### config.mk
export PLATFORM = sky130hd
export DESIGN_NAME = cam_rgb565_capture
export DESIGN_NICKNAME = d
export VERILOG_FILES = /design/src/rtl/cam_rgb565_capture.sv
export SDC_FILE = /design/constraint.sdc
export NUM_CORES = 1
export LEC_CHECK = 0
export CAP_MARGIN = 30
export CORE_MARGIN = 2
export CORE_UTILIZATION = 54
export DETAILED_ROUTE_END_ITERATION = 10
export GPL_TIMING_DRIVEN = 0
export PLACE_DENSITY = 0.88
export RECOVER_POWER = 50
export SYNTH_ARGS = -nofsm -noshare
export SYNTH_HDL_FRONTEND = slang
export SYNTH_SLANG_ARGS = --single-unit
### constraint.sdc
create_clock -name iClk -period 2.1 [get_ports iClk]
set_clock_uncertainty 0.05 [all_clocks]
set_input_delay 0.21 -clock iClk [delete_from_list [all_inputs] [get_ports iClk]]
set_output_delay 0.21 -clock iClk [all_outputs]
set_load 0.01 [all_outputs]
### src/rtl/cam_rgb565_capture.sv
// Frames the 8-bit camera byte stream into RGB565 pixels, cropped to H_ACT x V_ACT per frame.
// state   | meaning
// IDLE    | stopped; waits for wStCnn
// WAIT_VS | armed; waits for the VSYNC falling edge
// CAPTURE | assembling pixels until the VSYNC rising edge
module cam_rgb565_capture #(
  parameter int H_ACT = 480,
  parameter int V_ACT = 272
) (
  input  logic        iClk,
  input  logic        wRsn,
  input  logic        wEnClk,
  input  logic        wStCnn,
  input  logic        iCamVsync,
  input  logic        iCamHref,
  input  logic [7:0]  iCamData,
  output logic        wFgRgb565Valid,
  output logic [15:0] wRgb565,
  output logic        wFrameDone,
  output logic        wCapBusy
);

  localparam int COL_W  = $clog2(H_ACT + 1);
  localparam int LINE_W = $clog2(V_ACT + 1);
  localparam logic [COL_W-1:0]  COL_MAX  = COL_W'(H_ACT);
  localparam logic [LINE_W-1:0] LINE_MAX = LINE_W'(V_ACT);
  localparam logic [COL_W-1:0]  COL_ONE  = COL_W'(1);
  localparam logic [LINE_W-1:0] LINE_ONE = LINE_W'(1);

  typedef enum logic [1:0] {IDLE, WAIT_VS, CAPTURE} tState;

  tState             state, stateNxt;
  logic              vsPrev, hrefPrev;
  logic              phase, phaseNxt;
  logic [7:0]        hiByte, hiNxt;
  logic [COL_W-1:0]  col, colNxt;
  logic [LINE_W-1:0] line, lineNxt;
  logic              validNxt, doneNxt;
  logic [15:0]       rgbNxt;

  logic vsRise, vsFall, hrefFall;
  assign vsRise   = iCamVsync & ~vsPrev;
  assign vsFall   = ~iCamVsync & vsPrev;
  assign hrefFall = ~iCamHref & hrefPrev;
  assign wCapBusy = (state != IDLE);

  always_comb begin
    stateNxt = state;
    phaseNxt = phase;
    hiNxt    = hiByte;
    colNxt   = col;
    lineNxt  = line;
    validNxt = 1'b0;
    rgbNxt   = wRgb565;
    doneNxt  = 1'b0;
    if (wStCnn) begin
      stateNxt = WAIT_VS;
      phaseNxt = 1'b0;
      colNxt   = '0;
      lineNxt  = '0;
    end else begin
      case (state)
        IDLE: begin
        end
        WAIT_VS: begin
          if (vsFall) begin
            stateNxt = CAPTURE;
            phaseNxt = 1'b0;
            colNxt   = '0;
            lineNxt  = '0;
          end
        end
        CAPTURE: begin
          if (vsRise) begin
            // frame end; a half-assembled pixel is simply abandoned
            stateNxt = WAIT_VS;
            doneNxt  = 1'b1;
            phaseNxt = 1'b0;
          end else if (iCamHref) begin
            phaseNxt = ~phase;
            if (!phase) begin
              hiNxt = iCamData;
            end else begin
              if ((col < COL_MAX) && (line < LINE_MAX)) begin
                validNxt = 1'b1;
                rgbNxt   = {hiByte, iCamData};
              end
              if (col < COL_MAX) colNxt = col + COL_ONE;
            end
          end else begin
            phaseNxt = 1'b0;
            if (hrefFall) begin
              colNxt = '0;
              if (line < LINE_MAX) lineNxt = line + LINE_ONE;
            end
          end
        end
        default: stateNxt = IDLE;
      endcase
    end
  end

  always_ff @(posedge iClk or negedge wRsn) begin
    if (!wRsn) begin
      state          <= IDLE;
      vsPrev         <= 1'b0;
      hrefPrev       <= 1'b0;
      phase          <= 1'b0;
      hiByte         <= '0;
      col            <= '0;
      line           <= '0;
      wFgRgb565Valid <= 1'b0;
      wRgb565        <= '0;
      wFrameDone     <= 1'b0;
    end else if (wEnClk) begin
      state          <= stateNxt;
      vsPrev         <= iCamVsync;
      hrefPrev       <= iCamHref;
      phase          <= phaseNxt;
      hiByte         <= hiNxt;
      col            <= colNxt;
      line           <= lineNxt;
      wFgRgb565Valid <= validNxt;
      wRgb565        <= rgbNxt;
      wFrameDone     <= doneNxt;
    end
  end

endmodule

==> flow_summary.json, run 1 <==
{
  "drc": 0,
  "synthToLayoutAreaGrowth_pct": 23.3,
  "finalHoldViolations": 0,
  "tightest_slew_ns": 0.778,
  "critPathKind": "primary input to flop",
  "synth_warnings": 0,
  "gr-usage-all-layers_pct": 22.5,
  "pin_count": 33,
  "synth-seq-area-share_pct": 51.0,
  "wl_per_cell_um": 18.1,
  "r2r_slack_ns": 0.08,
  "max_freq_mhz": 488,
  "root_buffer": "clkbuf_8",
  "start_kind": "primary input",
  "gp_congestion": 0.877,
  "drv_slew": 0,
  "core.rowCount": 24,
  "status": "complete, no violations",
  "setup_tns_ns": 0,
  "critPathMaxFanout": 7,
  "regToRegStartpoint": "line[5]",
  "grt_pass1_vias": 1812,
  "diodes": 0,
  "antenna_found_initial": 0,
  "cts.sinks": 49,
  "start_util_pct": 55.6,
  "ir_worst_vdd_mv": 0.674,
  "hpwl_um": 3560,
  "clockBufferDepth": 2,
  "die_area_mm2": 0.00500,
  "synthesis.nets": 214,
  "die_y_um": 70.7,
  "hold_path_end": "state[1]",
  "clk_latency_ns": 0.32,
  "min_path_cells": 3,
  "total_power_mw": 1.87,
  "relSlewSlack_pct": 48.1,
  "num_vias": 1806,
  "power.density_mw_per_mm2": 631,
  "avgSynthCellArea_um2": 12.1,
  "required_ns": 2.31,
  "port_buffers": 31,
  "ant_nets": 0,
  "synth_top_area_share_pct": 51.0,
  "end_kind": "flop",
  "rr_worst_depth": 4,
  "worst_slack_ns": 0.0521,
  "cts_tree": "done",
  "synth_ff_type": "dfrtp_1",
  "instances_no_fill": 295,
  "synth-edff-count": 0,
  "finalWirelength_um": 5340,
  "layout-drive-gt1-share_pct": 23.0,
  "post-place-ws_ns": -0.453,
  "post-route-period-util_pct": 97.5,
  "cts_buffers": 5,
  "grt_max_degree": 37,
  "core_area_mm2": 0.00432,
  "r2r-end": "wRgb565[9]",
  "dr.pass1.iters": 4,
  "synth_top_area_cell": "dfrtp_1",
  "grt_setup_unrepaired": "true",
  "min_from": "wEnClk",
  "vias_per_cell": 6.12,
  "maxCapViolCount": 0,
  "ys_types": 41,
  "hold_path.class": "primary input to flop",
  "ys_ff_latch": 49,
  "arrival_ns": 2.26,
  "grt.overflow.total": 0,
  "synthesis.area_mm2": 0.00240,
  "p_leak_nw": 1.34,
  "syn-instance-count": 198,
  "fin_crit_ns": 2.05,
  "htreeDepth": 2,
  "grt_pass1_wl_um": 8750,
  "placed_cells": 282,
  "drtIter0Drc": 132,
  "ys_async_sr_fraction_pct": 100,
  "final_net_count": 258,
  "clk_pin_slew_ns": 0.09,
  "setup_viol": 0,
  "synthTopCellsByArea": "dfrtp_1 (51%), mux2_2 (8.4%), mux2_4 (5.6%), o21ai_0 (3.7%), mux2i_1 (2.5%)",
  "die_w_um": 70.7
}
[worst max path at each step]
stage                   from           to  slack, ns  cells after the start
detailed placement    wStCnn  wRgb565[12]      -0.45                      6
floorplan           state[0]   wRgb565[0]       0.17                      5
global route        iCamHref      line[6]      -0.05                      5
global placement        wRsn   wRgb565[2]      -0.60                      1
CTS                   wStCnn   wRgb565[9]       0.03                      6
finish              iCamHref      line[6]       0.05                      5
[where the power goes]
group	switching, mW	internal, mW	total [mW]
clock network	0.315	0.388	0.703
registers	0.0232	0.968	0.991
logic	0.100	0.0750	0.175
total	0.438	1.43	1.87
[final cells by class]
| type | count | area (µm²) |
|---|---|---|
| fill | 313 | 1360 |
| sequential | 49 | 1230 |
| multi-input combinational | 136 | 1130 |
| timing repair buffer | 37 | 352 |
| clock buffer | 7 | 86.3 |
| tap | 52 | 65.1 |
| buffer | 9 | 60.1 |
| clock inverter | 1 | 30.0 |
| inverter | 4 | 15.0 |
[metrics by stage]
| stage | hold slack, ns | utilization, % | instance area, µm² |
|---|---|---|---|
| global route | 0.321 | 68.6 | 2970 |
| CTS | 0.274 | 68.1 | 2940 |
| detailed placement | 0.0831 | 64.6 | 2800 |
| global placement | 0.412 | 64.3 | 2780 |
| floorplan | -0.136 | - | 2400 |
| finish | 0.289 | 68.6 | 2970 |
[cells by family after synthesis]
kind of cell / count (synthesis) / synth area share [%]
simple gates: 53 / 13.9
flops: 49 / 51.0
compound gates: 48 / 14.6
mux: 33 / 16.5
buf+inv: 13 / 2.91
fa+ha+maj: 2 / 1.04
[sequential cells by signal, summed over array words and instances (netlist names)]
name,flops
wRgb565,16
col,9
line,9
hiByte,8
state,2
hrefPrev,1
phase,1
vsPrev,1
wFgRgb565Valid,1
wFrameDone,1
[critical path, cell delays in order]
cell and delay [ns]:
clkdlybuf4s50_1 0.55, nor2b_1 0.49, nand4_1 0.39, nor4_1 0.42, o22a_1 0.19
[cells in the final DEF, fill, tap and decap left out, types with 3 or more instances in the layout]
cell type	instances
nand3_1	5
o21bai_1	6
nand2_1	11
o31ai_1	4
nand4_1	3
clkbuf_8	6
nor4_1	8
nor3_1	6
mux2_4	9
o21ai_0	18
mux2i_1	6
clkdlybuf4s50_1	24
o22a_1	6
a21oi_1	3
buf_4	4
dlygate4sd3_1	6
nor2_1	3
a21o_1	4
clkbuf_1	4
mux2_2	18
inv_1	4
buf_2	4
dfrtp_1	49
[synth_stat cells, types with 3 or more instances]
master and instances:
inv_1 4, nand4_1 3, clkbuf_1 4, nor2_1 3, nor3_1 6, dfrtp_1 49, nand2_1 11, mux2i_1 6
a21oi_1 3, o21bai_1 6, o21ai_0 18, mux2_2 18, mux2_4 9, nand3_1 5, o22a_1 6, a21o_1 4
buf_2 4, o31ai_1 4, nor4_1 8
[routing by layer]
metal,track usage [%],share of wire (%),up-vias
li1,-,-,835
met1,29.7,43,913
met2,36.2,51,43
met3,5.13,3.4,15
met4,9.22,2.2,0
met5,0,0,-
[repair_timing]
action / 4_1_cts / 5_1_grt
hold endpoints to repair: 13 / 0
resized for setup: 0 / 9
setup buffers: 3 / 1
setup endpoints to repair: 16 / 36
gates cloned: 0 / 0
pin swaps: 1 / 1
hold buffers: 1 / 0
No activity file was read; power rests on OpenSTA's default activity.
==> run 2: changes to the inputs <==
Settings changed: ABC_AREA set to 1, CORE_UTILIZATION 54 to 55, SKIP_CTS_REPAIR_TIMING set to 1.
==> flow_summary.json, run 2 <==
{
  "final_common_cell": "nand2_1",
  "setup_viol": 0,
  "tightest_slew_ns": 1.08,
  "layout-drive-gt1-share_pct": 13.5,
  "post-route-period-util_pct": 81.6,
  "arrival_ns": 1.45,
  "end_kind": "primary output",
  "clk_pin_slew_ns": 0.10,
  "port_buffers": 31,
  "maxCapViolCount": 0,
  "synth_top_area_share_pct": 45.9,
  "avgSynthCellArea_um2": 7.74,
  "required_ns": 1.84,
  "synth_xor_area_share_pct": 0,
  "power.share.sequential_pct": 47.5,
  "ys_async_sr_fraction_pct": 100,
  "max_freq_mhz": 583,
  "largest_reg_flops": 16,
  "cts_tree": "done",
  "pin_count": 33,
  "die_y_um": 73.7,
  "synth_warnings": 0,
  "synthToLayoutAreaGrowth_pct": 18.8,
  "grt_max_degree": 34,
  "root_buffer": "clkbuf_8",
  "grt_pass1_wl_um": 9910,
  "p_int_mw": 1.60,
  "dr.pass1.iters": 4,
  "critPathKind": "flop to primary output",
  "diodes": 0,
  "clk_latency_ns": 0.30,
  "combPwrFrac_pct": 27.4,
  "cts_buffers": 5,
  "synth_compound_area_share_pct": 9.56,
  "core_area_mm2": 0.00469,
  "grt_pass1_vias": 2224,
  "synth_ff_type": "dfrtp_1",
  "gr-usage-all-layers_pct": 23.6,
  "antenna_found_initial": 0,
  "cts.sinks": 49,
  "vias_per_cell": 5.34,
  "relSlewSlack_pct": 28.1,
  "ant_nets": 0,
  "setup_tns_ns": 0,
  "ys_types": 27,
  "hpwl_um": 4230,
  "drc": 0,
  "num_vias": 2350,
  "drv_slew": 0,
  "ir_worst_vdd_mv": 0.571,
  "fin_util_pct": 67.6,
  "power_frac_clock_pct": 25.1,
  "nFillCells": 369,
  "synth_top_family_by_area": "simple AND/OR/NAND/NOR gates",
  "switching_share_pct": 35.0,
  "seqCellArea_mm2": 0.00123,
  "drtIter0Drc": 133,
  "start_util_pct": 56.9,
  "synthesis.nets": 361,
  "synthesis.area_mm2": 0.00267,
  "die_w_um": 73.7,
  "wl_per_cell_um": 13.3,
  "power_switching_uw": 860,
  "largestRegisters": "wRgb565 (16), col (9), line (9)",
  "top_register": "wRgb565",
  "synthTopCellsByCount": "nand2_1 (111), dfrtp_1 (49), inv_1 (42)",
  "fin_crit_ns": 1.71,
  "hold_path.class": "primary input to flop",
  "gp_congestion": 0.844,
  "syn-instance-count": 345,
  "final_net_count": 401,
  "power.density_mw_per_mm2": 774,
  "p_leak_nw": 1.54,
  "synth_mux_area_share_pct": 0,
  "grt_setup_unrepaired": "false",
  "htreeDepth": 2,
  "start_kind": "flop",
  "yosysMostFrequentCell": "nand2_1",
  "multi_input_area_mm2": 0.00118,
  "synthAdderAreaFrac_pct": 0.937,
  "core.rowCount": 25,
  "grt.overflow.total": 0,
  "finalHoldViolations": 0,
  "total_power_mw": 2.46,
  "synth_top_area_cell": "dfrtp_1",
  "status": "complete, no violations",
  "synth-seq-area-share_pct": 45.9,
  "clockBufferDepth": 2,
  "ys_ff_latch": 49,
  "yosys.area_share.simple_pct": 33.6,
  "mostFrequentLayoutCells": "nand2_1 (111), dfrtp_1 (49), inv_1 (43), nand3_1 (34), nor2_1 (28)",
  "synth-edff-count": 0,
  "critPathMaxFanout": 4,
  "die_area_mm2": 0.00543,
  "finalWirelength_um": 5840,
  "synthTopCellsByArea": "dfrtp_1 (46%), nand2_1 (16%), nand3_1 (6.4%), inv_1 (5.9%), o21ai_2 (5.2%)"
}
==> run 2: cell types whose count changed after synthesis, sizes merged, moves of 6 or more <==
cell	before	now
buf	5	11
o22a	6	0
nor2	4	33
o21ai	19	35
mux2i	6	0
o21bai	6	0
nor4	8	1
nand2	11	112
inv	4	46
nand3	5	39
mux2	27	0
==> run 2: final cells by class <==
cell class	instances	area share (%)
repair buffers	33	10.5
multi-input cells	238	37.1
clock inverters	2	0.552
clock buffers	6	2.60
well taps	54	2.13
flip-flops and latches	49	38.7
plain buffers	12	2.92
inverters	46	5.52
==> run 2: worst paths after layout <==
| path | cells after the start | start | slack, ns | to |
|---|---|---|---|---|
| worst max-delay path | 3 | state[1] | 0.39 | wCapBusy |
| worst min-delay path | 4 | wStCnn | 0.27 | col[3] |
| worst max register to register | 9 | state[0] | 0.46 | line[1] |
| worst min register to register | 2 | wRgb565[15] | 0.44 | wRgb565[15] |
| max in group asynchronous | 3 | wRsn | 0.71 | state[0] |
| min in group asynchronous | 2 | wRsn | 0.56 | col[2] |
==> run 2: kinds of logic (layout without fill, tap and decap cells) <==
group	after synthesis	after routing
AND/OR/NAND/NOR	197	197
buffers and inverters	58	99
adder cells (fa/ha/maj)	2	2
AO/OA/AOI/OAI	39	39
flip-flops	49	49
==> run 2: metrics by stage <==
step                hold WS [ns]  instance area [µm²]  setup WS, ns  instances
finish                     0.274                 3170         0.386        440
global route               0.286                 3170         0.321        440
CTS                       -0.201                 3160         0.416        439
detailed placement         0.130                 3060         0.183        431
global placement           0.411                 3050        -0.633        430
floorplan                 -0.136                 2670         0.711        345
==> run 2: routing by layer <==
layer / share of wire [%] / wire length [µm] / GRT usage (%) / vias up
met5: 0 / 0 / 0 / -
met4: 1.3 / 77 / 6.67 / 0
met3: 6.6 / 387 / 3.84 / 7
met2: 49 / 2850 / 40.4 / 83
met1: 43 / 2530 / 30.9 / 1093
li1: - / - / - / 1167
==> run 2: critical path: stages, from the launching register on <==
cell and delay, ns:
dfrtp_1 0.43, inv_1 0.10, nand2_1 0.09, clkdlybuf4s50_1 0.53
==> run 2: power groups by stage <==
stage,combinational [mW],sequential (mW),clock (mW)
global placement,0.647,1.18,0
detailed placement,0.673,1.18,0
finish,0.672,1.17,0.617
floorplan,0.455,1.17,0
CTS,0.681,1.17,0.625
global route,0.750,1.18,0.659
